[src/rtl/main_fsm.sv]
// Multicycle control FSM: sequences fetch, decode, memory, ALU and branch steps.
// Outputs are decoded from the state register plus the few handshake/decode inputs that qualify them.
module main_fsm (
  input  logic       clk,
  input  logic       reset,
  input  logic [1:0] op,
  input  logic [5:0] funct,
  input  logic       mem_ready,
  output logic       ir_write,
  output logic       adr_src,
  output logic       alu_src_a,
  output logic [1:0] alu_src_b,
  output logic [1:0] result_src,
  output logic       alu_op,
  output logic       pcs,
  output logic       reg_w,
  output logic       mem_w,
  output logic       branch,
  output logic       instr_done,
  output logic       illegal,
  output logic [3:0] state
);

  typedef enum logic [3:0] {
    S_FETCH    = 4'd0,
    S_DECODE   = 4'd1,
    S_MEMADR   = 4'd2,
    S_MEMREAD  = 4'd3,
    S_MEMWB    = 4'd4,
    S_MEMWRITE = 4'd5,
    S_EXECR    = 4'd6,
    S_EXECI    = 4'd7,
    S_ALUWB    = 4'd8,
    S_BRANCH   = 4'd9
  } state_e;

  state_e state_q, state_d;

  // NOTE: every signal gets a default at the top of always_comb so no path leaves it unassigned (no latch).
  always_comb begin
    state_d = state_q;
    case (state_q)
      S_FETCH:    if (mem_ready) state_d = S_DECODE;
      S_DECODE: begin
        case (op)
          2'b00:   state_d = funct[5] ? S_EXECI : S_EXECR;
          2'b01:   state_d = S_MEMADR;
          2'b10:   state_d = S_BRANCH;
          default: state_d = S_FETCH;
        endcase
      end
      S_MEMADR:   state_d = funct[0] ? S_MEMREAD : S_MEMWRITE;
      S_MEMREAD:  if (mem_ready) state_d = S_MEMWB;
      S_MEMWB:    state_d = S_FETCH;
      S_MEMWRITE: if (mem_ready) state_d = S_FETCH;
      S_EXECR:    state_d = S_ALUWB;
      S_EXECI:    state_d = S_ALUWB;
      S_ALUWB:    state_d = S_FETCH;
      S_BRANCH:   state_d = S_FETCH;
      // Unused codes 10-15 recover to FETCH.
      default:    state_d = S_FETCH;
    endcase
  end

  // NOTE: sequential state uses non-blocking assignments so all flops update together at the edge.
  always_ff @(posedge clk or negedge reset) begin
    if (!reset) state_q <= S_FETCH;
    else        state_q <= state_d;
  end

  always_comb begin
    ir_write   = 1'b0;
    adr_src    = 1'b0;
    alu_src_a  = 1'b0;
    alu_src_b  = 2'b00;
    result_src = 2'b00;
    alu_op     = 1'b0;
    pcs        = 1'b0;
    reg_w      = 1'b0;
    mem_w      = 1'b0;
    branch     = 1'b0;
    instr_done = 1'b0;
    illegal    = 1'b0;
    case (state_q)
      S_FETCH: begin
        alu_src_a  = 1'b1;
        alu_src_b  = 2'b10;
        result_src = 2'b10;
        // Reset masks the load so a ready memory cannot latch an instruction mid-reset.
        ir_write   = mem_ready & reset;
        pcs        = mem_ready & reset;
      end
      S_DECODE: begin
        alu_src_a  = 1'b1;
        alu_src_b  = 2'b10;
        result_src = 2'b10;
        illegal    = (op == 2'b11);
      end
      S_MEMADR: alu_src_b = 2'b01;
      S_MEMREAD: adr_src = 1'b1;
      S_MEMWB: begin
        result_src = 2'b01;
        reg_w      = 1'b1;
        instr_done = 1'b1;
      end
      S_MEMWRITE: begin
        adr_src    = 1'b1;
        mem_w      = 1'b1;
        instr_done = mem_ready;
      end
      S_EXECR: alu_op = 1'b1;
      S_EXECI: begin
        alu_src_b = 2'b01;
        alu_op    = 1'b1;
      end
      S_ALUWB: begin
        reg_w      = 1'b1;
        instr_done = 1'b1;
      end
      S_BRANCH: begin
        alu_src_b  = 2'b01;
        result_src = 2'b10;
        branch     = 1'b1;
        instr_done = 1'b1;
      end
      default: ;
    endcase
  end

  assign state = state_q;

endmodule

[config.mk]
export PLATFORM = sky130hd
export DESIGN_NAME = main_fsm
export DESIGN_NICKNAME = d
export VERILOG_FILES = /design/src/rtl/main_fsm.sv
export SDC_FILE = /design/constraint.sdc
export NUM_CORES = 1
export LEC_CHECK = 0
export CAP_MARGIN = 20
export CORE_MARGIN = 10
export CORE_UTILIZATION = 29
export CTS_BUF_LIST = sky130_fd_sc_hd__clkbuf_16
export DETAILED_ROUTE_END_ITERATION = 6
export GPL_ROUTABILITY_DRIVEN = 0
export PLACE_DENSITY = 0.81
export SLEW_MARGIN = 20
export SYNTH_ARGS = -nofsm -noshare
export SYNTH_HDL_FRONTEND = slang
export SYNTH_SLANG_ARGS = --single-unit
[constraint.sdc]
create_clock -name clk -period 1.2 [get_ports clk]
set_input_delay 0.24 -clock clk [delete_from_list [all_inputs] [get_ports clk]]
set_output_delay 0.24 -clock clk [all_outputs]
set_load 0.02 [all_outputs]
* Word level (Yosys, flattened, before mapping)
Index checks and enable logic that the tools add are counted.
Widths: inputs -> output; s select.
** Operators by class
- Multiplexer cells :: 18
- Reductions and logical operators :: 10
- Bitwise gates (word level) :: 1
- Equality and inequality tests :: 15
** Operators by type and width (count)
- $pmux 4 s6 :: 1
- $eq 4x3->1 const B :: 4
- $mux 4 :: 3
- $pmux 4 s3 :: 1
- $mux 1 :: 9
- $reduce_or 3->1 :: 3
- $eq 4x2->1 const B :: 2
- $eq 4x4->1 const B :: 2
- $pmux 2 s2 :: 2
- $reduce_or 2->1 :: 4
- $ne 2x2->1 const B :: 3
- $eq 2x2->1 const B :: 2
- $eq 4x1->1 const B :: 1
- $logic_not 4->1 :: 1
- $mux 3 :: 1
- $reduce_and 3->1 :: 1
- $eq 2x1->1 const B :: 1
- $logic_not 2->1 :: 1
- $pmux 1 s2 :: 1
- $and 1x1->1 :: 1
** Word-level totals
- Output and inout bits :: 18
- Register bits :: 4
- Bits of input ports :: 11

* Depth between registers and ports, before layout
- Depth in word-level cells :: 3
- Depth in mapped cells :: 5
- Gate-level depth less buffers :: 4

* Least setup slack after synthesis
Ideal clock, no wire load.
- Path kind :: reg2out
- From :: register state_q[2], in the netlist state[2]
- To :: output port alu_op
- Cell stages (with the launch flop) :: 4
- Arrival time :: 1.460 ns
- Setup slack :: -0.500 ns
- Path buffers :: 2
- Required time :: 0.960 ns
- Cells stage by stage :: dfrtp_1 clkbuf_1 buf_2 nor3b_1
** On the way
- Longest elaborated chain between the ends :: 3
- Elaborated cells between the ends (all ways) :: 4
** Ends and longest elaborated chain
- start, declared :: line 37 : state_e state_q, state_d;
- start signal, assigned :: line 68 : else state_q <= state_d;
- $eq 4x3->1 :: line 84 : case (state_q)
- $reduce_or 2->1 (no line) (*)
- $mux 1 (*) :: line 84
- end, declared :: line 14 : output logic alu_op,
Every way passes the cells marked *; elsewhere a longest branch is shown, timed or not.

* Worst setup path in the final report
- From :: register state_q[0], in the netlist state[0]
- To :: output port illegal
** On the way
- Longest elaborated chain between the ends :: 2
** Ends and longest elaborated chain
- $eq 4x1->1 :: line 84
- $mux 1 :: line 84
- end, declared :: line 20 : output logic illegal,
Every way passes these cells.

==> metrics.txt <==
met3 routed WL 214 µm; row cnt 13; Pwr Density 3340 nW/µm²; Finished Core Util 0.957; WL final 3.10 mm; clock root buffer clkbuf_16; final worst slack -0.454 ns; actual slew at the worst max-slew pin 0.336 ns; Distinct cells, synth 27; period utilization 1.38; die height 57.2 µm; leakage 0.531 nW; Yosys warning total 0; 1st-pass router iterations 4; r2r setup slk -0.37 ns; kind of critical path flip-flop to output port; Slew Limit Headroom 0.773; skew final 0.00161 ns; CTS buffer count 3; Max Root-Sink Buffers 2; Mapped Nets 66; worst min path class input pin to async pin; Worst IR Drop VDD 2390 µV; CP Max Fanout 8; GRT Total Usage 0.141; sequential area share after synthesis 0.249; Critical Path AT 1.41 ns; Post-synth EDFFs 0; Worst setup EP type output port; input/output buffers 24; status finished, violations left; FMAX 605 MHz; Tmin final 1.65 ns; largest net degree at the start of global routing 10; Avg Inst Size Synth 7.30 µm²; pre-CTS WS -0.735 ns; metal2 WL 1.68 mm; GRT overflow 0; max FFs per register 4; Max-Cap Viols 0; share of post-route cells with drive strength above 1 0.796; WP data required 0.96 ns; die area 3270 µm²; vias 741; vias per cell 6.02; antenna-violating nets left 0; hpwl dp 1.53 mm; CTS Sinks 4; Worst setup SP type flip-flop; CTS tree yes; wire length of the first global-routing pass 3.62 mm; Hold Vio Cnt, Final 0; # DRC 0; Final nets 121; RSZ-0062 raised after global routing true; clock slew seen by the registers of the worst setup and hold paths 0.03 ns; vias in the first global route 712; Final Power 0.00416 W; Top Metal Used met4; #FFs+latches synth 4; initial antenna violation count 0; Cells after Synth 55; Initial Utilization 0.309; Syn Std Cell Area 402 µm²; Avg WL per Cell 25.2 µm; FILL cells 31; Die X-Extent 57.2 µm; failing checks setup timing; RR Startpoint state[0]$_DFFE_PN0P_; Top Ports 29; clk_lat worst skew 0.23 ns; DR iter-0 viols 39; area grow syn2layout 210%; asr flop ratio synth 1.00; Antenna diodes 0; Setup-failing EPs final 21; CTS Hold Bufs 0; Slew Viols, Final 0; Crit Reg-Reg Endpoint state[2]$_DFFE_PN0P_; Worst R2R Path Depth 5; M1 WL 1.12 mm; ys flop type dfrtp_1; CTS H-tree lvls 1; Core ar. 1300 µm²
==> per-stage QoR <==
stage | TNS [ns] | hold WS (ns) | instance area, µm² | cells
after global routing | -6.97 | 0.342 | 1240 | 123
after detailed placement | -10.27 | 0.530 | 992 | 113
after floorplan | -2.01 | -0.0556 | 604 | 55
after global placement | -9.80 | 0.529 | 992 | 113
after CTS | -5.19 | 0.316 | 1120 | 119
final | -6.17 | 0.340 | 1240 | 123
==> cell type report <==
| cell class | count | area [µm²] | area share |
|---|---|---|---|
| repair buffers | 56 | 561 | 0.450 |
| inverters | 3 | 16.3 | 0.0131 |
| flip-flops and latches | 4 | 105 | 0.0844 |
| clock buffers | 3 | 75.1 | 0.0603 |
| multi-input cells | 42 | 469 | 0.377 |
| well taps | 15 | 18.8 | 0.0151 |
==> synth_stat cells, types with 2 or more instances <==
cell type / n / area [µm²]
a211oi_1: 2 / 15.0
a21oi_1: 5 / 25.0
clkbuf_1: 3 / 11.3
dfrtp_1: 4 / 100
inv_1: 2 / 7.51
nand2b_1: 4 / 25.0
nor2_1: 6 / 22.5
nor3_1: 8 / 40.0
o21ai_0: 3 / 15.0
==> per-layer routing <==
metal,GRT usage,up-vias
met4,0.0940,0
met3,0.0442,10
met5,0,-
li1,-,307
met1,0.137,372
met2,0.248,52
==> cell usage in the layout (no fill, tap or decap), types with 2 or more instances in the layout <==
master	synthesis	final
nand2b_4	0	3
clkdlybuf4s50_1	0	5
buf_6	1	29
a21oi_2	0	3
nor3_4	0	6
buf_4	1	18
inv_1	2	2
clkbuf_16	0	3
o21ai_0	3	2
nor2_4	0	3
dfrtp_2	0	4
nor2_1	6	2
==> repair_timing <==
action,CTS,global route
buffers inserted,3,4
pin swaps,8,7
setup endpoints to repair,20,21
gates resized for setup,109,28
gates cloned,0,1
==> how the worst max path moves through the flow <==
stage                         startpoint          to  cells past startpoint
floorplan           state[0]$_DFFE_PN0P_         pcs                      4
global placement               mem_ready  instr_done                      5
detailed placement             mem_ready  instr_done                      5
CTS                 state[1]$_DFFE_PN0P_    ir_write                      3
global route        state[0]$_DFFE_PN0P_     illegal                      5
finish              state[0]$_DFFE_PN0P_     illegal                      5
==> report_power, final <==
| group | internal, W | switching, W | leakage [nW] | total (W) |
|---|---|---|---|---|
| Clock | 0.000428 | 0.000116 | 0.0370 | 0.000544 |
| Sequential | 0.000203 | 0.000199 | 0.0466 | 0.000402 |
| Combinational | 0.00166 | 0.00155 | 0.448 | 0.00321 |
| Total | 0.00229 | 0.00187 | 0.531 | 0.00416 |
==> cell families (layout without fill, tap and decap cells) <==
| family | after synthesis | count (layout) | share of synthesized area |
|---|---|---|---|
| simple gates | 24 | 24 | 0.305 |
| compound gates | 16 | 16 | 0.274 |
| buf+inv | 9 | 62 | 0.128 |
| flops | 4 | 4 | 0.249 |
| xor+xnor | 2 | 2 | 0.0436 |
==> critical path: stages (launching register included) <==
cell      delay, ns
dfrtp_2        0.50
clkinv_4       0.14
nor2_4         0.13
nand3_2        0.12
nor3_4         0.14
buf_6          0.14
(Power assumes the default switching activity.)
==> edit (config.mk and constraints unchanged) <==
Reset style: synchronous (`reset`), changed in one clocked block.
--- a/src/rtl/main_fsm.sv
+++ b/src/rtl/main_fsm.sv
@@ -65,3 +65,3 @@
   // NOTE: sequential state uses non-blocking assignments so all flops update together at the edge.
-  always_ff @(posedge clk or negedge reset) begin
+  always_ff @(posedge clk) begin
     if (!reset) state_q <= S_FETCH;
Check against the original RTL: differs if reset is asserted again (counterexample within 4 cycles, from zero or initial values and one cycle with reset low); with reset held inactive, the same outputs for 10 cycles.
==> edit against the unedited design <==
Highest routed layer unchanged; via count up 7.8%; design area up 4.3%; wire length up 14%; the run still ends with setup timing left; non-clock buffer count up 2; clock skew about the same; maximum frequency up 8.8%; hold slack better by 0.26 ns; setup slack better by 0.13 ns; synthesized area up 8.7%; global-route usage up 1.7 points; sequential cell count unchanged.
Power is left out: it rests on default switching activity, and per cell area and clock period it moved more than threefold.
==> edit: results <==
export IMPL_run_status="complete, but fails checks"
export IMPL_violations="setup timing"
export IMPL_synthArstFlopShare=0
export IMPL_num_nets_final=131
export IMPL_slowest_delay_ns=0.37
export IMPL_io_buffers=24
export IMPL_slew_violations=0
export IMPL_vias=799
export IMPL_drtIter0Drc=41
export IMPL_yosysWarnings=0
export IMPL_vias_per_cell=6.008
export IMPL_worst_pin_slew_ns=0.3300
export IMPL_diodes=0
export IMPL_synth_common_cells="nor2_1, nand2b_1, nor3_1"
export IMPL_synth_nets=73
export IMPL_root_buffer="clkbuf_16"
export IMPL_grt_pass1_wl_mm=4.257
export IMPL_skew_ns=0.001437
export IMPL_cts_buffers=3
export IMPL_grt_pass1_vias=849
export IMPL_cts_clk_slew_worst_paths_ns=0.03
export IMPL_syn_avg_cell_area_sq_um=7.043
export IMPL_cts_path_max_buffers=2
export IMPL_crit_path_top_delay_cell="dfxtp_4"
export IMPL_setup_violations=21
export IMPL_synth_cell_type_count=31
export IMPL_synth_ff_type="dfxtp_1"
export IMPL_largest_register_ff_count=4
export IMPL_placed_cells=117
export IMPL_track_usage=0.1573
export IMPL_worst_ep_arrival_time_ns=1.28
export IMPL_grt_start_max_net_pins=9
export IMPL_detail_route_wl_per_cell_um=26.52
export IMPL_worst_slack_ns=-0.3203
export IMPL_synth_area_leaders="dfxtp_1, nor2_1, nand2b_1"
export IMPL_cp_top_family="simple AND/OR/NAND/NOR gates"
export IMPL_dr_pass1_iters=4
export IMPL_place_hpwl_mm=1.500
export IMPL_yosysSeqAreaShare=0.1834
export IMPL_hp_class="in2reg"
export IMPL_critPathMaxFanout=7
export IMPL_drive_above_1_share=0.7712
export IMPL_h_tree_depth=1
export IMPL_grt_antenna_before_repair=0
export IMPL_overflow=0
export IMPL_clock_latency_ns=0.23
==> edit: changes by cell type after synthesis, moves of 3 or more <==
cell and delta:
dfrtp_1 -4, dfxtp_1 +4, clkbuf_1 -3, nor2_1 +3, nor2b_1 +3, nor3_1 -3, o21ai_0 -3
==> edit: repair_timing <==
action / CTS / global route
setup buffers: 8 / 5
setup endpoints to repair: 21 / 22
resized for setup: 131 / 10
pin swaps: 14 / 7
==> edit: path summary, 6_finish.rpt <==
check	startpoint	to	slack, ns	cells past startpoint
max	state[2]	pcs	-0.32	4
min	op[1]	state[3]	0.60	4
max reg2reg	state[0]	state[2]	-0.30	5
min reg2reg	state[0]	state[0]	0.77	3
==> edit: routing by layer <==
metal	global-route usage	wire (um)	up-vias
met3	0.04077	288	23
met5	0	0	-
met1	0.1657	1308	369
li1	-	-	343
met2	0.2703	1673	64
met4	0.09836	256	0
==> edit: cells by family after synthesis <==
kind of cell	share of synthesized area
compound gates	0.2522
xor+xnor	0.02006
buf+inv	0.1031
flops	0.1834
simple gates	0.4413
==> edit: cell type report <==
type,count,area [sq um]
Clock buffer,3,75.07
Fill cell,33,67.56
Inverter,3,20.02
Multi-Input combinational cell,50,531.8
Sequential cell,4,95.09
Tap cell,15,18.77
Timing Repair Buffer,58,558.0
==> edit: metrics by stage <==
stage | util | setup TNS (ns) | hold WS, ns | area [sq um] | setup WS (ns)
floorplan | - | -0.5695 | 0.3567 | 613.1 | -0.09721
global placement | 0.7070 | -8.897 | 0.5927 | 965.9 | -0.6464
detailed placement | 0.7070 | -9.122 | 0.5820 | 965.9 | -0.6575
CTS | 0.8929 | -3.417 | 0.5774 | 1220 | -0.2622
global route | 0.9505 | -4.936 | 0.6272 | 1299 | -0.3472
finish | 0.9505 | -4.416 | 0.5961 | 1299 | -0.3203
==> edit: tightest hold or removal path, delay by kind of cell <==
kind	cells	cell delay [ns]
and+or+nand+nor	1	0.10
AOI/OAI and AO/OA	1	0.06
buffers and inverters	2	0.38
